## config.mk

```make
export PLATFORM = sky130hd
export DESIGN_NAME = trace_capture
export DESIGN_NICKNAME = d
export VERILOG_FILES = /design/src/rtl/trace_pkg.sv /design/src/rtl/trace_ram.sv /design/src/rtl/trace_capture.sv
export SDC_FILE = /design/constraint.sdc
export NUM_CORES = 1
export LEC_CHECK = 0
export ABC_AREA = 1
export CORE_ASPECT_RATIO = 2
export CORE_MARGIN = 2
export CORE_UTILIZATION = 60
export DETAILED_ROUTE_END_ITERATION = 16
export GPL_ROUTABILITY_DRIVEN = 1
export HOLD_SLACK_MARGIN = 0.15
export PLACE_DENSITY = 0.8
export SLEW_MARGIN = 40
export SYNTH_ARGS = -nofsm -noshare
export SYNTH_HDL_FRONTEND = slang
export SYNTH_SLANG_ARGS = --single-unit
export TNS_END_PERCENT = 50
```

## constraint.sdc

```tcl
create_clock -name clk -period 8 [get_ports clk]
set_clock_uncertainty 0.2 [all_clocks]
set_input_delay 2 -clock clk [delete_from_list [all_inputs] [get_ports clk]]
set_output_delay 2 -clock clk [all_outputs]
set_load 0.005 [all_outputs]
```

## src/rtl/trace_pkg.sv

```systemverilog
// trace_pkg: state encodings, mode constants and count-width helper shared by the trace buffer.
package trace_pkg;
    typedef enum logic [1:0] {
        IDLE    = 2'd0,
        ARMED   = 2'd1,
        CAPTURE = 2'd2,
        DONE    = 2'd3
    } state_e;
    localparam logic MODE_START = 1'b0;
    localparam logic MODE_STOP  = 1'b1;
    function automatic int cnt_w(input int depth);
        return $clog2(depth) + 1;
    endfunction
endpackage

```

## src/rtl/trace_ram.sv

```systemverilog
// trace_ram: unreset flop array with one synchronous write port and one asynchronous read port.
module trace_ram #(
    parameter int W     = 48,
    parameter int DEPTH = 16,
    parameter int PTR_W = $clog2(DEPTH)
) (
    input  logic             clk,
    input  logic             we,
    input  logic [PTR_W-1:0] waddr,
    input  logic [W-1:0]     wdata,
    input  logic [PTR_W-1:0] raddr,
    output logic [W-1:0]     rdata
);
    logic [W-1:0] mem_q [DEPTH];
    always_ff @(posedge clk) begin
        if (we) mem_q[waddr] <= wdata;
    end
    assign rdata = mem_q[raddr];
endmodule

```

## src/rtl/trace_capture.sv

```systemverilog
// trace_capture: captures a window of {addr,data} samples around a trigger and streams it out oldest-first.
module trace_capture
    import trace_pkg::*;
#(
    parameter int DATA_W = 32,
    parameter int ADDR_W = 16,
    parameter int DEPTH  = 16,
    parameter int CNT_W  = cnt_w(DEPTH)
) (
    input  logic              clk,
    input  logic              rst,
    input  logic              arm,
    input  logic              mode,
    input  logic              trig_en,
    input  logic [ADDR_W-1:0] trig_addr,
    input  logic [CNT_W-1:0]  post_cnt,
    input  logic              sample_valid,
    input  logic [ADDR_W-1:0] sample_addr,
    input  logic [DATA_W-1:0] sample_data,
    output logic              rd_valid,
    input  logic              rd_ready,
    output logic [ADDR_W-1:0] rd_addr,
    output logic [DATA_W-1:0] rd_data,
    output logic [1:0]        state,
    output logic [CNT_W-1:0]  count,
    output logic              triggered
);
    localparam int PTR_W = $clog2(DEPTH);
    localparam logic [CNT_W-1:0] DEPTH_C  = CNT_W'(DEPTH);
    localparam logic [CNT_W-1:0] MAX_POST = CNT_W'(DEPTH - 1);

    state_e             state_q, state_d;
    logic               mode_q, mode_d;
    logic               trig_q, trig_d;
    logic [PTR_W-1:0]   wr_ptr_q, wr_ptr_d;
    logic [CNT_W-1:0]   count_q, count_d;
    logic [CNT_W-1:0]   post_q, post_d;
    logic               we;
    logic               hit;
    logic [CNT_W-1:0]   count_inc;
    logic [CNT_W-1:0]   post_lim;
    logic [PTR_W-1:0]   rd_idx;
    logic [ADDR_W+DATA_W-1:0] rd_word;

    assign hit       = sample_valid && (!trig_en || sample_addr == trig_addr);
    assign count_inc = (count_q == DEPTH_C) ? count_q : count_q + CNT_W'(1);
    assign post_lim  = (post_cnt > MAX_POST) ? MAX_POST : post_cnt;
    // Oldest entry trails the write pointer by count; at count==DEPTH the low bits wrap to wr_ptr itself.
    assign rd_idx    = wr_ptr_q - count_q[PTR_W-1:0];
    assign rd_valid  = (state_q == DONE) && (count_q != '0);
    assign rd_addr   = rd_valid ? rd_word[ADDR_W+DATA_W-1:DATA_W] : '0;
    assign rd_data   = rd_valid ? rd_word[DATA_W-1:0] : '0;
    assign state     = state_q;
    assign count     = count_q;
    assign triggered = trig_q;

    trace_ram #(
        .W     (ADDR_W + DATA_W),
        .DEPTH (DEPTH),
        .PTR_W (PTR_W)
    ) u_ram (
        .clk   (clk),
        .we    (we),
        .waddr (wr_ptr_q),
        .wdata ({sample_addr, sample_data}),
        .raddr (rd_idx),
        .rdata (rd_word)
    );

    always_ff @(posedge clk or posedge rst) begin
        if (rst) begin
            state_q  <= IDLE;
            mode_q   <= MODE_START;
            trig_q   <= 1'b0;
            wr_ptr_q <= '0;
            count_q  <= '0;
            post_q   <= '0;
        end else begin
            state_q  <= state_d;
            mode_q   <= mode_d;
            trig_q   <= trig_d;
            wr_ptr_q <= wr_ptr_d;
            count_q  <= count_d;
            post_q   <= post_d;
        end
    end

    always_comb begin
        state_d  = state_q;
        mode_d   = mode_q;
        trig_d   = trig_q;
        wr_ptr_d = wr_ptr_q;
        count_d  = count_q;
        post_d   = post_q;
        we       = 1'b0;
        if (arm) begin
            state_d  = ARMED;
            mode_d   = mode;
            trig_d   = 1'b0;
            wr_ptr_d = '0;
            count_d  = '0;
        end else begin
            case (state_q)
                ARMED: begin
                    we = (mode_q == MODE_STOP) ? sample_valid : hit;
                    if (hit) begin
                        trig_d  = 1'b1;
                        post_d  = post_lim;
                        state_d = (mode_q == MODE_STOP && post_lim == '0) ? DONE : CAPTURE;
                    end
                end
                CAPTURE: begin
                    we = sample_valid;
                    if (sample_valid && mode_q == MODE_START) begin
                        state_d = (count_inc == DEPTH_C) ? DONE : CAPTURE;
                    end else if (sample_valid) begin
                        post_d  = post_q - CNT_W'(1);
                        state_d = (post_q == CNT_W'(1)) ? DONE : CAPTURE;
                    end
                end
                DONE: begin
                    if (rd_valid && rd_ready) begin
                        count_d = count_q - CNT_W'(1);
                        state_d = (count_q == CNT_W'(1)) ? IDLE : DONE;
                    end
                end
                default: ;
            endcase
            if (we) begin
                wr_ptr_d = wr_ptr_q + PTR_W'(1);
                count_d  = count_inc;
            end
        end
    end
endmodule

```

## Yosys cells after proc, flatten, opt, wreduce, memory -nomap -nowiden

Memories as Yosys holds them, arrays and structs flattened.
Cells that the tools add are included.

- Register bits: 18
- Memory bits (writable): 768
- Input bits: 76
- Output and inout bits: 57
- Logic and storage cells: 82
- Memories: 1

- Add/subtract/negate cells: 5
- $lt $le $gt $ge: 1
- Equal/unequal tests: 14
- Mux-type cells: 33
- Bitwise logic cells: 2
- Reductions and logical operators: 20

Memory list:

| name | depth | bits a word | rd ports | clocked after Yosys merged registers in | write ports | RTL line | RTL |
|---|---|---|---|---|---|---|---|
| u_ram.mem_q | 16 | 48 | 1 | 0 | 1 | trace_ram.sv:14 | `logic [W-1:0] mem_q [DEPTH];` |

Operators with widths:

| cell | count |
|---|---|
| 5-bit two-way mux | 9 |
| 32-bit two-way mux | 1 |
| 16-bit equality test | 1 |
| 16-bit two-way mux | 1 |
| 2-bit two-way mux | 6 |
| 1-bit two-way mux | 11 |
| 5-bit by 1-bit equality test with 1-bit output, second input constant | 2 |
| 5-bit equality test, second input constant | 2 |
| 5-bit case mux with 2 select lines | 1 |
| 5-bit by 1-bit subtractor with 5-bit output, second input constant | 2 |
| 4-bit two-way mux | 2 |
| 2-bit nonzero test | 4 |
| 2-bit != test, second input constant | 3 |
| 2-bit case mux with 3 select lines | 1 |
| 3-bit nonzero test | 2 |
| 5-bit by 1-bit adder with 5-bit output, second input constant | 1 |
| 5-bit by 4-bit > comparator with 1-bit output, second input constant | 1 |
| 1-bit logical AND | 5 |
| 5-bit zero test | 1 |
| 5-bit AND reduction | 1 |
| 5-bit nonzero test | 1 |
| 4-bit by 1-bit adder with 4-bit output, second input constant | 1 |
| 2-bit equality test, second input constant | 2 |
| 4-bit != test, second input constant | 1 |
| other kinds (11) | 13 |

## Longest topological paths before layout

- Word-level depth: 9
- Depth in mapped cells: 14
- Mapped depth without buffers: 14

## Hierarchy

Synthesis repeated with hierarchy kept, for this count alone.

- Cell total of the unflattened synthesis: 3505
- Area, all modules: 35247.6 µm²

Modules (own cells, without submodules):

| module | instances | cells an instance | area each (µm²) | seq. area each (µm²) |
|---|---|---|---|---|
| trace_ram | 1 | 3117 | 33027.9 | 23062.1 |
| trace_capture | 1 | 388 | 2219.6 | 450.4 |

## Worst setup path before layout

Ideal clock, no wire load.

- Kind: input -> register
- From: input trig_addr[14]
- To: memory u_ram.mem_q[3][0], enable pin
- Setup time: 0.513 ns
- Arrival: 6.182 ns
- Data required time: 7.287 ns
- Slack: 1.105 ns
- Stages on the path: 11
- Buffers on the path: 0
- Cells stage by stage: nor2_1 -> nor2_1 -> nor2_1 -> nand2_1 -> nor2_1 -> nand2_1 -> nand3_1 -> nand2_1 -> inv_1 -> nand2_1 -> nor3_1

- Cells in the longest elaborated chain, start to end: 9

Ends and longest elaborated chain:

| what | RTL line | RTL |
|---|---|---|
| start, declared | trace_capture.sv:15 | `input logic [ADDR_W-1:0] trig_addr,` |
| 16-bit equality test | trace_capture.sv:45 | `assign hit = sample_valid && (!trig_en \|\| sample_addr == trig_addr);` |
| 1-bit logical OR | trace_capture.sv:45 |  |
| 1-bit logical AND | trace_capture.sv:45 |  |
| 1-bit two-way mux | trace_capture.sv:105 | `we = (mode_q == MODE_STOP) ? sample_valid : hit;` |
| 1-bit case mux with 2 select lines | trace_capture.sv:103 | `case (state_q)` |
| 1-bit two-way mux (2 in series) | trace_capture.sv:96 | `if (arm) begin` |
| 1-bit two-way mux | trace_ram.sv:16 | `if (we) mem_q[waddr] <= wdata;` |
| 1-bit two-way mux (not written as such) | trace_ram.sv:16 |  |
| end, declared | trace_ram.sv:14 |  |

Every way passes these cells. The select of a mux whose other input is x is not followed.

## Worst setup path after layout

- From: register count_q[0] (netlist: count[0])
- To: output rd_data[27]

- Cells in the longest elaborated chain, start to end: 3
- Elaborated cells on any way between the ends: 5
- Classes of those cells: add/sub: 1; mux: 1; reduce/logical: 2; memory: 1

Ends and longest elaborated chain:

| what | RTL line | RTL |
|---|---|---|
| start, declared | trace_capture.sv:36 | `logic [CNT_W-1:0] count_q, count_d;` |
| start signal, assigned | trace_capture.sv:83 | `count_q <= count_d;` |
| 4-bit subtractor or 5-bit nonzero test (tied branches) | trace_capture.sv:49, trace_capture.sv:50 |  |
| memory 16 x 48 bit or 1-bit logical AND (tied branches) | -- |  |
| 32-bit two-way mux (*) | trace_capture.sv:52 | `assign rd_data = rd_valid ? rd_word[DATA_W-1:0] : '0;` |
| end, declared | trace_capture.sv:23 | `output logic [DATA_W-1:0] rd_data,` |

Mark *: on every way between the ends. The rest lies on a longest branch, timed or not.

==> impl_summary.txt <==
----------------------------------------------------
[Timing]
  Sum Neg Setup Slack ... 0 ns
  Time the final worst path needs with I/O delays and setup ... 6.63 ns
  Final setup violating endpoints ... 0
  Timing-limited maximum frequency ... 151 MHz
  Final clock period utilization by the worst path ... 82.9%
  Setup repair after global routing missed its margin ... false
  Measured slew at the worst slew-check pin ... 0.890 ns
  Total count of hold-check failures in the final report ... 0
  Max-Slew Margin vs Limit ... 40.6%
  Count of pins over their slew limit ... 0

[Synthesis]
  Post-synthesis register bit count ... 786
  Cell type with the largest total area after synthesis ... edfxtp_1
  Average footprint of a synthesized cell ... 13.7 sq um
  Portion of synthesized cell area occupied by the leading cell type ... 69.5%
  Syn nets ... 2510
  Synthesized instance count ... 2417
  Main area contributors after synthesis ... edfxtp_1 (69%), nand2_1 (6.0%), mux2i_1 (5.8%), mux2_2 (4.9%), o21ai_0 (3.1%)
  Syn. warnings ... 0
  Yosys cell types ... 35
  Post-synth design cell area ... 33200 sq um
  Share of the yosys chip area belonging to registers ... 70.8%

[Power]
  Power density cells ... 375 nW/um^2
  Sequential cell fraction of total power ... 33.1%
  Combinational share of power ... 44.5%
  Clk network pwr share ... 22.4%
  Internal power of the cells ... 8.68 mW
  Power Total ... 14.0 mW
  Worst vdd rail ir drop ... 412 uV
  Cell leakage power ... 13.7 nW
  Switching portion of total power ... 38.2%
  Net switching power ... 5.36 mW

[Global route]
  Total global routing overflow ... 0
  Number of global-route vias before repair ... 19600
  Overall routing resource usage ... 25.6%
  Maximum number of pins on one net before global-route repair ... 104
  Initial antenna violation count ... 2
  Global-route wire length before repair ... 111000 um

[Finish]
  Ant. Diodes ... 0
  Area taken by multi-input logic gates ... 8750 sq um
  Share of cells above drive strength 1 ... 13.6%
  Commonest non-fill, non-tap cell in the layout ... edfxtp_1
  Layout filler cell count ... 3611
  Area occupied by registers ... 23500 sq um
  Relative area change from synthesis to final layout ... 12.9%
  Leading cell types in the layout, fill and taps excluded ... edfxtp_1 (768), nand2_1 (535), o21ai_0 (203)
  Post-layout net count ... 2626

[Clock network]
  Clock tree root buffer cell ... clkbuf_16
  Clk slew on worst S/H paths ... 0.06 ns
  Clock Tree Buf Depth ... 3
  Setup repair bufs after CTS ... 0
  Hold buffer count at CTS ... 0
  Number of buffers added by the clock tree synthesis step ... 67
  TritonCTS clock tree ... done
  Clk sink count ... 786
  Clock latency at the later pin of the worst-skew pair ... 0.59 ns
  Number of H-tree levels ... 3
  Post-CTS sizing ... 0

[Route]
  Post-route antenna net violation count ... 0
  Post-DR vias/cell ... 6.00
  Via count ... 19600
  WL/cell ... 22.4 um
  Final routed wirelength across all metal layers ... 72900 um
  Detailed Route Iter0 Violations ... 1831
  Number of iterations in the first detailed-routing pass ... 6
  Post-route DRC violation count ... 0

[Placement]
  Half-perimeter wire length after placement ... 39100 um
  Placer's final routability congestion estimate ... 0.817
  Count of port buffers added during placement ... 132

[Setup path]
  Required time reported for the critical path endpoint ... 5.80 ns
  Worst Reg2Reg Path Length in Cells ... 9
  Worst Path Class, Setup ... reg2out
  Type of element launching the critical path ... flip-flop
  Largest fanout on the critical path ... 49
  Capturing element type of the critical path ... primary output
  Critical path data arrival time ... 4.43 ns

[Die]
  Die outline width ... 170 um
  Starting density of the core ... 60.4%
  Chip Height ... 337 um
  Row count ... 122
  Area enclosed by the die boundary ... 57300 sq um
  Placeable Area ... 55000 sq um
  I/O pins ... 133

[Run]
  Max-capacitance violation count ... 0

[Min path]
  Worst hold path type ... reg2reg
  Worst hold path depth ... 2

[Outcome]
  Run status ... finished, final reports clean

----------------------------------------------------
-- flip-flops by register name, indices dropped and copies added (netlist names) --
signal and flops:
state 2, post_q 5, triggered 1, count 5
mode_q 1, u_ram.mem_q 768, wr_ptr_q 4
-- power by group through the flow --
stage	Sequential, mW	Clock, mW	Combinational (mW)
CTS	4.65	3.18	6.25
finish	4.65	3.14	6.26
floorplan	4.72	0	4.58
global placement	4.73	0	5.99
detailed placement	4.74	0	6.16
global route	4.65	3.31	6.85
-- final timing paths --
| kind | endpoint | slack (ns) | start |
|---|---|---|---|
| min in group asynchronous | wr_ptr_q[3]$_DFFE_PP0P_ | 1.54 | rst |
| worst min register to register | post_q[1]$_DFFE_PP0P_ | 0.29 | post_q[1]$_DFFE_PP0P_ |
| worst max register to register | u_ram.mem_q[1][23]$_DFFE_PP_ | 4.40 | state[0]$_DFFE_PP0P_ |
| max in group asynchronous | post_q[0]$_DFFE_PP0P_ | 5.72 | rst |
| worst min-delay path | post_q[1]$_DFFE_PP0P_ | 0.29 | post_q[1]$_DFFE_PP0P_ |
| worst max-delay path | rd_data[27] | 1.37 | count[0]$_DFFE_PP0P_ |
-- layout make-up --
type                            count  area share [%]
Sequential cell                   786            62.8
Multi-Input combinational cell   1393            23.4
Timing Repair Buffer              177            4.97
Clock buffer                       80            4.75
Tap cell                          682            2.28
Inverter                          108            1.10
Clock inverter                     33           0.795
-- stage by stage --
step / hold slack (ns) / cells / utilization (%) / cell area [sq um] / worst slack, ns
global placement: 0.275 / 3142 / 64.2 / 35300 / 1.76
floorplan: 0.253 / 2417 / - / 33200 / 1.10
finish: 0.289 / 3259 / 68.2 / 37500 / 1.37
detailed placement: 0.275 / 3146 / 64.4 / 35400 / 1.85
CTS: 0.290 / 3259 / 68.2 / 37500 / 1.38
global route: 0.349 / 3259 / 68.2 / 37500 / 1.18
-- Yosys cell counts --
library cell	n
edfxtp_1	768
nand2_1	535
o21ai_0	203
mux2i_1	193
mux2_2	144
inv_1	105
a21oi_1	101
nor2_1	92
buf_2	44
clkbuf_1	44
a211oi_2	39
nand3_1	24
dfrtp_1	18
buf_1	16
buf_4	16
ha_1	16
xor2_1	10
a211oi_1	9
buf_6	9
nor3_1	9
inv_2	3
nand4_1	3
xor2_2	3
o31ai_1	2
a22oi_1	1
a31oi_1	1
clkbuf_2	1
fa_1	1
nor3_2	1
nor3b_1	1
nor4_1	1
o21ai_1	1
o21ai_2	1
o21bai_1	1
or2_2	1
-- layer usage --
layer / track usage [%] / share of wire (%) / vias up
met5: 0 / 0.029 / -
li1: - / - / 8921
met1: 31.2 / 38 / 9641
met3: 3.74 / 6.4 / 190
met4: 11.3 / 3.9 / 4
met2: 45.1 / 52 / 803
-- worst max-delay path, stage by stage, from the launching register on --
cell	delay [ns]
dfrtp_1	0.50
ha_4	0.22
fa_4	1.05
buf_12	0.28
buf_4	0.46
o21ai_0	0.18
nand2_1	0.08
a21oi_1	0.09
a211oi_2	0.33
clkdlybuf4s50_1	0.58
-- cells by family after synthesis --
group                      Yosys count  share of synthesized area [%]
adders and majority gates           17                          0.663
buffers and inverters              238                           3.25
AOI/OAI and AO/OA                  359                           6.41
DFF                                786                           70.8
muxes                              337                           10.7
and+or+nand+nor                    667                           7.73
xor gates and xnor gates            13                          0.411
No activity file was read; power rests on OpenSTA's default activity.
